## config.mk

```make
export PLATFORM = sky130hd
export DESIGN_NAME = veerwolf_uart_tx_arb
export DESIGN_NICKNAME = d
export VERILOG_FILES = /design/src/rtl/veerwolf_uart_arb_pkg.sv /design/src/rtl/veerwolf_uart_idle_det.sv /design/src/rtl/veerwolf_uart_tx_arb.sv
export SDC_FILE = /design/constraint.sdc
export NUM_CORES = 1
export LEC_CHECK = 0
export CORE_MARGIN = 3
export CORE_UTILIZATION = 30
export DETAILED_ROUTE_END_ITERATION = 12
export GPL_TIMING_DRIVEN = 0
export PLACE_DENSITY = 0.52
export REMOVE_ABC_BUFFERS = 1
export SETUP_SLACK_MARGIN = 0.05
export SLEW_MARGIN = 20
export SYNTH_ARGS = -nofsm -noshare
export SYNTH_HDL_FRONTEND = slang
export SYNTH_SLANG_ARGS = --single-unit
```

## constraint.sdc

```tcl
create_clock -name clk -period 4.5 [get_ports clk]
set_input_delay 0.45 -clock clk [delete_from_list [all_inputs] [get_ports clk]]
set_output_delay 0.45 -clock clk [all_outputs]
set_load 0.01 [all_outputs]
```

## src/rtl/veerwolf_uart_arb_pkg.sv

```systemverilog
// Shared types and helpers for the VeeRwolf UART TX arbiter.
// Holds the arbiter state encoding and the counter-width derivation.
package veerwolf_uart_arb_pkg;

  typedef enum logic [1:0] {
    ST_RUN,
    ST_DRAIN,
    ST_GUARD
  } arb_state_e;

  // Smallest width able to hold every value 0..max_val.
  function automatic int cnt_width(input int max_val);
    for (int w = 1; w < 32; w++) begin
      if ((1 << w) > max_val) return w;
    end
    return 32;
  endfunction

endpackage

```

## src/rtl/veerwolf_uart_idle_det.sv

```systemverilog
// Per-source idle detector: counts consecutive high bit-times on a UART line,
// saturating at IDLE_BITS; idle is asserted once the count is saturated.
module veerwolf_uart_idle_det
  import veerwolf_uart_arb_pkg::*;
#(
  parameter int IDLE_BITS = 11
) (
  input  logic clk,
  input  logic rstn,
  input  logic i_line,
  input  logic i_tick,
  output logic o_idle
);

  localparam int CW = cnt_width(IDLE_BITS);
  localparam logic [CW-1:0] IDLE_MAX = CW'(IDLE_BITS);

  logic [CW-1:0] cnt_q;
  logic [CW-1:0] cnt_d;

  // Any low sample restarts the count, so a frame in flight is never idle.
  always_comb begin
    cnt_d = cnt_q;
    if (!i_line) begin
      cnt_d = '0;
    end else if (i_tick && (cnt_q != IDLE_MAX)) begin
      cnt_d = cnt_q + CW'(1);
    end
  end

  // NOTE: sequential state is updated with non-blocking assignments only, so
  // every flop samples the pre-edge values regardless of block ordering.
  always_ff @(posedge clk or negedge rstn) begin
    if (!rstn) begin
      cnt_q <= '0;
    end else begin
      cnt_q <= cnt_d;
    end
  end

  assign o_idle = (cnt_q == IDLE_MAX);

endmodule

```

## src/rtl/veerwolf_uart_tx_arb.sv

```systemverilog
// Glitch-free arbiter between the CPU and LiteDRAM UART TX lines: switches
// only between frames (or after a timeout) and inserts a mark guard period.
module veerwolf_uart_tx_arb
  import veerwolf_uart_arb_pkg::*;
#(
  parameter int CLK_FREQ_HZ  = 50_000_000,
  parameter int BAUD_RATE    = 115200,
  parameter int IDLE_BITS    = 11,
  parameter int GUARD_BITS   = 2,
  parameter int TIMEOUT_BITS = 4096
) (
  input  logic clk,
  input  logic rstn,
  input  logic i_sel,
  input  logic i_tx0,
  input  logic i_tx1,
  output logic o_uart_tx,
  output logic o_sel_active,
  output logic o_switching,
  output logic o_forced
);

  localparam int DIV = CLK_FREQ_HZ / BAUD_RATE;
  localparam int DW  = cnt_width(DIV - 1);
  localparam int WW  = cnt_width(TIMEOUT_BITS);
  localparam int GW  = cnt_width(GUARD_BITS);

  localparam logic [DW-1:0] DIV_LAST   = DW'(DIV - 1);
  localparam logic [WW-1:0] WAIT_LAST  = WW'(TIMEOUT_BITS - 1);
  localparam logic [GW-1:0] GUARD_LAST = GW'(GUARD_BITS);

  logic          sel_meta_q;
  logic          sel_s_q;
  logic [DW-1:0] div_q;
  logic          tick;
  logic          idle0;
  logic          idle1;

  arb_state_e    state_q;
  logic [WW-1:0] wait_q;
  logic [GW-1:0] guard_q;
  logic          uart_tx_q;
  logic          sel_active_q;
  logic          switching_q;
  logic          forced_q;

  logic          cur_line;
  logic          cur_idle;
  logic          tgt_idle;

  // i_sel comes from another clock domain; only sel_s_q is used downstream.
  always_ff @(posedge clk or negedge rstn) begin
    if (!rstn) begin
      sel_meta_q <= 1'b0;
      sel_s_q    <= 1'b0;
    end else begin
      sel_meta_q <= i_sel;
      sel_s_q    <= sel_meta_q;
    end
  end

  assign tick = (div_q == DIV_LAST);

  always_ff @(posedge clk or negedge rstn) begin
    if (!rstn) begin
      div_q <= '0;
    end else begin
      div_q <= tick ? '0 : div_q + DW'(1);
    end
  end

  veerwolf_uart_idle_det #(.IDLE_BITS(IDLE_BITS)) u_idle0 (
    .clk    (clk),
    .rstn   (rstn),
    .i_line (i_tx0),
    .i_tick (tick),
    .o_idle (idle0)
  );

  veerwolf_uart_idle_det #(.IDLE_BITS(IDLE_BITS)) u_idle1 (
    .clk    (clk),
    .rstn   (rstn),
    .i_line (i_tx1),
    .i_tick (tick),
    .o_idle (idle1)
  );

  assign cur_line = sel_active_q ? i_tx1 : i_tx0;
  assign cur_idle = sel_active_q ? idle1 : idle0;
  assign tgt_idle = sel_active_q ? idle0 : idle1;

  // Guard runs GUARD_BITS+1 ticks so the first, partial bit-time is not counted.
  always_ff @(posedge clk or negedge rstn) begin
    if (!rstn) begin
      state_q      <= ST_RUN;
      wait_q       <= '0;
      guard_q      <= '0;
      uart_tx_q    <= 1'b1;
      sel_active_q <= 1'b0;
      switching_q  <= 1'b0;
      forced_q     <= 1'b0;
    end else begin
      case (state_q)
        ST_RUN: begin
          uart_tx_q <= cur_line;
          if (sel_s_q != sel_active_q) begin
            state_q     <= ST_DRAIN;
            wait_q      <= '0;
            switching_q <= 1'b1;
          end
        end
        ST_DRAIN: begin
          uart_tx_q <= cur_line;
          if (sel_s_q == sel_active_q) begin
            state_q     <= ST_RUN;
            switching_q <= 1'b0;
          end else if (cur_idle && tgt_idle) begin
            state_q      <= ST_GUARD;
            guard_q      <= '0;
            sel_active_q <= ~sel_active_q;
          end else if (tick) begin
            if (wait_q == WAIT_LAST) begin
              state_q      <= ST_GUARD;
              guard_q      <= '0;
              sel_active_q <= ~sel_active_q;
              forced_q     <= 1'b1;
            end else begin
              wait_q <= wait_q + WW'(1);
            end
          end
        end
        ST_GUARD: begin
          uart_tx_q <= 1'b1;
          if (tick) begin
            if (guard_q == GUARD_LAST) begin
              state_q     <= ST_RUN;
              switching_q <= 1'b0;
            end else begin
              guard_q <= guard_q + GW'(1);
            end
          end
        end
        default: begin
          state_q     <= ST_RUN;
          switching_q <= 1'b0;
        end
      endcase
    end
  end

  assign o_uart_tx    = uart_tx_q;
  assign o_sel_active = sel_active_q;
  assign o_switching  = switching_q;
  assign o_forced     = forced_q;

endmodule

```

Word level (Yosys, flattened, before mapping). Cells that the tools add are included.

Bits in registers: 40. Bits of input ports: 5. Output and inout bits: 4. Word-level logic and storage cells: 100.

Add/sub/neg operators: 5. Equal/unequal tests: 26. Muxes and demuxes: 38. Bitwise gates (word level): 3. Reductions and logical operators: 16.

Operator list (count): $mux 13 (5); $mux 2 (13); $pmux 13 s2 (1); $ne 2x2->1 const B (9); $mux 4 (4); $ne 4x4->1 const B (4); $add 13x1->13 const B (1); $eq 13x12->1 const B (1); $reduce_and 6->1 (2); $mux 1 (10); $reduce_and 5->1 (2); $reduce_bool 2->1 (5); $add 9x1->9 const B (1); $eq 9x9->1 const B (1); $mux 9 (1); $add 4x1->4 const B (2); $eq 4x4->1 const B (2); $reduce_and 4->1 (2); $ne 3x3->1 const B (2); $pmux 2 s3 (1); $eq 2x2->1 const B (2); $ne 2x1->1 const B (2); $pmux 2 s2 (1); $logic_and 1x1->1 (3); other kinds (9) (11).

Longest topological paths before layout. Gate-level depths: netlist of run 1.

Depth in word-level cells: 6. Depth in mapped cells: 9.

Hierarchy. A second synthesis of run 1 with hierarchy kept.

Cell total of the unflattened synthesis: 205. Area, all modules: 2033.2 µm².

By module, submodules not included: veerwolf_uart_tx_arb (instances 1, cells each 163, area an instance 1612.8 µm², seq. area each 802.0 µm²); veerwolf_uart_idle_det (instances 2, cells each 21, area an instance 210.2 µm², seq. area each 100.1 µm²).

Worst setup path after synthesis of run 1. OpenSTA, ideal clock, no wires.

Path type: register -> register. From: reg div_q[1]. To: reg wait_q[11]. Setup time: 0.078 ns. Arrival: 1.718 ns. Data required time: 4.422 ns. Path slack: 2.704 ns. Cell stages (with the launch flop): 9. Buffers on the path: 1. Cell sequence: dfrtp_1 > inv_1 > ha_1 > nor4b_4 > and3_1 > buf_4 > o2111ai_4 > or4_1 > a21oi_1.

Longest elaborated chain between the ends: 3.

RTL lines: from (decl) (line veerwolf_uart_tx_arb.sv:34) `logic [DW-1:0] div_q;`; from (signal assigned) (line veerwolf_uart_tx_arb.sv:68) `div_q <= tick ? '0 : div_q + DW'(1);`; $eq 9x9->1 (line veerwolf_uart_tx_arb.sv:62) `assign tick = (div_q == DIV_LAST);`; $ne 2x2->1 (no line); $reduce_and 6->1 (no line); to (signal assigned) (line veerwolf_uart_tx_arb.sv:128) `wait_q <= wait_q + WW'(1);`; to (decl) (line veerwolf_uart_tx_arb.sv:40) `logic [WW-1:0] wait_q;`.

No other way between the ends. A chain may end at the register's enable or synchronous reset.

Final worst setup path of run 1. Same ends and word-level chain as after synthesis.

==> impl_results.md, run 1 <==
- Run status: finished clean
- Mapped Area: 0.00202 mm^2
- Wire per inst: 13.0 um
- Post-synth top area cell: dfrtp_1
- Slew headroom: 0.440
- Total track usage: 0.108
- Register area share after synthesis: 0.497
- Post-Synth Simple-Gate Area: 0.255
- Post-synth top area share: 0.484
- Most frequent cells after synthesis: dfrtp_1, nand3_1, nor2_1
- Seq pwr share: 0.574
- Final setup TNS: 0 ns
- Detailed Place HPWL: 2640 um
- Crit Path Category: reg -> reg
- Clock Path Buffers: 2
- Largest net degree at the start of global routing: 24
- Fmax: 0.390 GHz
- Post-cts sizing count: 0
- Vias in the first global route: 1453
- Hold Buf Count CTS: 0
- Endpoint type of the worst setup path: flop
- Ant diodes: 0
- Clk_lat worst skew: 0.28 ns
- Internal power: 497 uW
- Total grt overflow: 0
- Required time worst endpoint: 4.71 ns
- Sw Share: 0.215
- H-tree depth: 2
- Minimum clock period: 2.57 ns
- Largest family of logic cells by synthesized area: simple AND/OR/NAND/NOR gates
- Die ar.: 0.00775 mm^2
- Critical Path Fanout Max: 16
- Max-slew violation count: 0
- Top FF cell, synth: dfrtp_1
- Adder-cell area share of the yosys netlist: 0.0422
- Routed wire length: 3720 um
- Port Buffers: 8
- Clock Root Buffer: clkbuf_8
- Core Footprint: 0.00642 mm^2
- Die Span Y: 88.0 um
- Most common cell in the netlist: dfrtp_1
- GP Congestion: 0.736
- DR pass1 iterations: 4
- Max-cap check violation count: 0
- IO Count: 9
- # rows: 29
- Routed vias: 1422
- # DRC: 0
- Clock power frac: 0.387
- Initial Util: 0.314
- Initial antenna violation count: 0
- First-pass GRT wire length: 6670 um
- Worst VDD drop: 0.138 mV
- Die width: 88.0 um
- Drt initial violations: 34
- Final Hold Fails: 0
- Sw power: 136 uW
- Placed Area: 0.00218 mm^2
- Power Dens Cells: 279 mW/mm^2
- Layout area overhead: 12.6%
- Setup Skew: 0.00356 ns
- Finished Cell Area: 0.00227 mm^2
- Critical Path AT: 2.78 ns
- Num CTS Buffers: 5
- RSZ-0062 raised after global routing: no
- Async set-or-reset flop fraction in the synthesized netlist: 1.00
- Worst-path clk slew: 0.08 ns
- P_leak: 0.000994 uW
- Layout cell share with drive strength beyond 1: 0.0861
- Ranking of synthesized cells by area: dfrtp_1, nand3_1, ha_1
- Clk sinks: 40
- Min-delay worst type: in -> async
- # Post-CTS Setup Buffers: 0
- # nets final: 219
- EDFF count, synth: 0
- Synth Area in XOR/XNOR: 0.0521
- Setup violators final: 0
- Yosys reg bits: 40
- Post-DR vias/cell: 4.97
- Setup crit start kind: flop
- Logic pwr share: 0.039
- Post-route ant nets: 0
- Mapped Cells: 196
- TritonCTS clock tree: yes
- Tcrit/Tclk final: 0.570
- Synth Warn #: 0
- Complex-gate fraction of the synthesized area: 0.113
- Synth unique cells: 45
- Mux cell area share after synthesis: 0.0155
- Average size of a mapped cell: 10.3 um^2
- Slew @ Worst Pin: 0.834 ns
==> final cells by class <==
class / instances / area (um^2)
flip-flops and latches: 40 / 1000
repair buffers: 9 / 95.1
fillers: 637 / 4150
clock buffers: 8 / 90.1
multi-input cells: 146 / 966
inverters: 6 / 22.5
well taps: 77 / 96.3
==> cells in the final DEF (no fill, tap or decap), types with 4 or more instances in the layout <==
cell type        instances
inv_1                    6
o21ai_0                 11
nand3_1                 20
clkdlybuf4s50_1          7
nand2_1                 11
dfrtp_1                 39
clkbuf_8                 6
nand4_1                  4
or3_1                    9
a21oi_1                  7
ha_1                     6
or4_1                    4
and2_1                   6
and3_1                   5
nor2_1                  16
xor2_1                   4
xnor2_1                  8
==> critical path, stage by stage (launching register included) <==
cell and delay [ns]:
dfrtp_1 0.40, inv_1 0.06, ha_1 0.13, nor4b_4 0.24
and3_1 0.62, o2111ai_4 0.39, or4_1 0.49, a21oi_1 0.15
==> sequential cells by signal (all words and copies together) (netlist names) <==
name           flops
div_q              9
guard_q            2
o_forced           1
o_sel_active       1
o_switching        1
o_uart_tx          1
sel_meta_q         1
sel_s_q            1
state_q            2
u_idle0.cnt_q      4
u_idle1.cnt_q      4
wait_q            13
==> final timing paths <==
path,startpoint,to,slack (ns),cells after the start
min in group clk,sel_meta_q$_DFF_PN0_,sel_s_q$_DFF_PN0_,0.35,0
hold / removal,rstn,o_sel_active$_DFFE_PN0P_,0.09,1
max in group asynchronous,rstn,div_q[0]$_DFF_PN0_,3.94,2
setup / recovery,div_q[1]$_DFF_PN0_,wait_q[11]$_DFFE_PN0P_,1.93,7
setup reg to reg,div_q[1]$_DFF_PN0_,wait_q[11]$_DFFE_PN0P_,1.93,7
hold reg to reg,sel_meta_q$_DFF_PN0_,sel_s_q$_DFF_PN0_,0.35,0
==> metrics by stage <==
step / worst slack [ns] / cells / power [uW] / utilization / hold slack [ns]
final: 1.93 / 286 / 634 / 0.354 / 0.0948
after detailed placement: 1.92 / 278 / 397 / 0.340 / 0.340
after floorplan: 2.37 / 192 / 379 / - / 0.154
after CTS: 1.92 / 286 / 646 / 0.354 / 0.102
after global routing: 1.73 / 286 / 660 / 0.354 / 0.116
after global placement: 1.87 / 277 / 396 / 0.337 / 0.331
==> kinds of logic (layout without fill, tap and decap cells) <==
logic type	Yosys count	count (layout)
xor+xnor	12	12
mux	3	3
compound gates	34	34
flops	40	40
buf+inv	10	23
fa+ha+maj	7	7
simple gates	90	90
==> power by group through the flow <==
stage	sequential [uW]	combinational, uW	clock (uW)
finish	364	24.7	245
global route	364	28.5	267
CTS	364	25.9	256
detailed placement	371	25.7	0
global placement	371	24.5	0
floorplan	371	7.29	0
==> layer usage <==
metal / track usage / wire length (um) / share of wire
met2: 0.169 / 1620 / 0.44
met3: 0.0292 / 88 / 0.024
met5: 0 / 0 / 0
met1: 0.149 / 1990 / 0.53
met4: 0.0288 / 24 / 0.0065
Power figures use the tool's default switching activity.
==> inputs of run 2 (changes only) <==
--- a/config.mk
+++ b/config.mk
@@ -9,7 +9,7 @@
 export CORE_UTILIZATION = 30
 export DETAILED_ROUTE_END_ITERATION = 12
 export GPL_TIMING_DRIVEN = 0
-export PLACE_DENSITY = 0.52
+export PLACE_DENSITY = 0.54
 export REMOVE_ABC_BUFFERS = 1
 export SETUP_SLACK_MARGIN = 0.05
 export SLEW_MARGIN = 20
==> constraint.sdc (replaced) <==
create_clock -name clk -period 2.1 [get_ports clk]
set_input_delay 0.21 -clock clk [delete_from_list [all_inputs] [get_ports clk]]
set_output_delay 0.21 -clock clk [all_outputs]
set_load 0.01 [all_outputs]
==> run 2 against run 1 <==
  * Clock power grew to 3.5 times the previous value
  * Cell area grew 9.0%
  * Setup slack lost 1.8 ns
  * Via count grew 3.3%
  * Wire length grew 4.7%
  * Non-clock buffer count grew 11
  * Largest cell class is now multi-input gates
  * Critical path type unchanged
  * Sequential share of layout area shrank 3.6 points
  * Cell count grew 4.2%
  * Maximum frequency grew 29%
  * Clock skew grew 0.0070 ns
  * Highest routed layer unchanged
==> impl_results.md, run 2 (synthesis results as in run 1) <==
- Register area: 0.00100 mm^2
- P_leak: 0.00108 uW
- Largest register FFs: 13
- Pwr Total: 1700 uW
- Run status: finished clean
- Min-delay worst type: in -> async
- Largest Register: wait_q
- Core Footprint: 0.00642 mm^2
- Largest net degree at the start of global routing: 30
- Drt initial violations: 56
- Routed wire length: 3890 um
- Critical Path AT: 2.21 ns
- Tcrit/Tclk final: 0.948
- Setup crit start kind: flop
- Vias in the first global route: 1569
- Post-route ant nets: 0
- Fin util: 0.386
- Slew @ Worst Pin: 0.928 ns
- Total grt overflow: 0
- Minimum clock period: 1.99 ns
- Final worst slack: 0.108 ns
- RSZ-0062 raised after global routing: yes
- Port Buffers: 8
- Fmax: 0.502 GHz
- Setup Skew: 0.0106 ns
- Max-slew violation count: 0
- Leading cell type in the layout, fill and taps excluded: dfrtp_1
- Place WS: -0.428 ns
- Largest regs: wait_q x13, div_q x9
- Reg-to-Reg Start: div_q[6]$_DFF_PN0_
- Post-DR vias/cell: 4.93
- Critical Path Fanout Max: 8
- Die ar.: 0.00775 mm^2
- Final Hold Fails: 0
- Detailed Place HPWL: 2570 um
- Num CTS Buffers: 5
- Layout cell share with drive strength beyond 1: 0.167
- # DRC: 0
- Die width: 88.0 um
- Worst-path clk slew: 0.08 ns
- Initial Util: 0.314
- TritonCTS clock tree: yes
- IO Count: 9
- Wire per inst: 13.1 um
- Footprint of the multi-input gates: 0.00102 mm^2
- # rows: 29
- Critical path origin: div_q[6]$_DFF_PN0_
- H-tree depth: 2
- Setup violators final: 0
- First-pass GRT wire length: 7160 um
- # placed instances: 278
- Max-cap check violation count: 0
- Clk_lat worst skew: 0.30 ns
- Layout area overhead: 22.7%
- Die Span Y: 88.0 um
- Routed vias: 1469
- Worst VDD drop: 0.439 mV
- Crit Path Category: reg -> reg
- Hold_ws: 0.332 ns
- Required time worst endpoint: 2.32 ns
- Initial antenna violation count: 0
- Power Dens Cells: 688 mW/mm^2
- FILL cells: 631
- GP Congestion: 0.707
- Slew headroom: 0.376
- DR pass1 iterations: 3
- Endpoint type of the worst setup path: flop
- Final Non-Filler Cells: 298
- Ant diodes: 0
- Commonest cells after routing, fill and taps aside: dfrtp_1, nand3_1, nor2_1
- Clk sinks: 40
- # nets final: 231
- Clock Root Buffer: clkbuf_8
- Clock Path Buffers: 2
- Total track usage: 0.119
==> run 2: changes by cell type in the layout (fill, tap and decap cells not counted), sizes merged <==
| cell | before | now |
|---|---|---|
| o2111ai | 1 | 2 |
| buf | 2 | 12 |
| dlygate4sd3 | 0 | 1 |
| clkbuf | 8 | 5 |
| bufinv | 0 | 3 |
==> run 2: per-stage QoR <==
stage                TNS (ns)  area (um^2)
finish                      0         2480
global route        -0.000453         2480
CTS                         0         2400
detailed placement      -3.19         2180
global placement       -13.38         2170
floorplan             -0.0284         1990
==> run 2: worst max-delay path, cell delays in order, from the launching register on <==
cell and delay (ns):
dfrtp_1 0.47, nor4b_4 0.38, and3_4 0.31, o2111ai_4 0.17, or4_1 0.43, a21oi_1 0.15
==> run 2: report_power, final <==
group	total (uW)	internal (uW)	switching, uW	leakage (uW)
Combinational	56.7	23.9	32.8	0.000475
Clock	866	594	272	0.0000784
Sequential	780	776	4.02	0.000530
Total	1700	1390	309	0.00108
==> run 2: routing by layer <==
metal | vias to the layer above | global-route usage | part of all wire
met3 | 9 | 0.0452 | 0.030
met4 | 0 | 0.0412 | 0.024
li1 | 757 | - | -
met1 | 686 | 0.149 | 0.49
met5 | - | 0 | 0
met2 | 17 | 0.188 | 0.46
==> run 2: path summary, 6_finish.rpt <==
check	to	slack, ns	cells after the start
hold reg to reg	sel_s_q$_DFF_PN0_	0.36	0
max in group asynchronous	wait_q[9]$_DFFE_PN0P_	1.33	3
min in group clk	sel_meta_q$_DFF_PN0_	0.35	1
setup / recovery	wait_q[11]$_DFFE_PN0P_	0.11	5
setup reg to reg	wait_q[11]$_DFFE_PN0P_	0.11	5
hold / removal	guard_q[0]$_DFFE_PN0P_	0.33	2
==> run 2: timing repair <==
action | CTS | global route
endpoints found under the setup margin | 18 | 16
cloned | 1 | 0
pin swaps | 1 | 3
hold buffers | 1 | 0
resized for setup | 3 | 5
buffers inserted | 3 | 7
endpoints found under the hold margin | 10 | 0
==> run 2: layout make-up <==
class | count | area share
clock inverters | 3 | 0.0364
multi-input cells | 147 | 0.410
inverters | 6 | 0.00910
repair buffers | 20 | 0.0728
well taps | 77 | 0.0389
clock buffers | 5 | 0.0278
flip-flops and latches | 40 | 0.405
==> inputs of run 3 (changes only) <==
--- a/config.mk
+++ b/config.mk
@@ -5,6 +5,7 @@
 export SDC_FILE = /design/constraint.sdc
 export NUM_CORES = 1
 export LEC_CHECK = 0
+export CAP_MARGIN = 10
 export CORE_MARGIN = 3
 export CORE_UTILIZATION = 30
 export DETAILED_ROUTE_END_ITERATION = 12
==> results of run 3 <==
No change in the layout: final DEF, timing and power equal those of run 2.
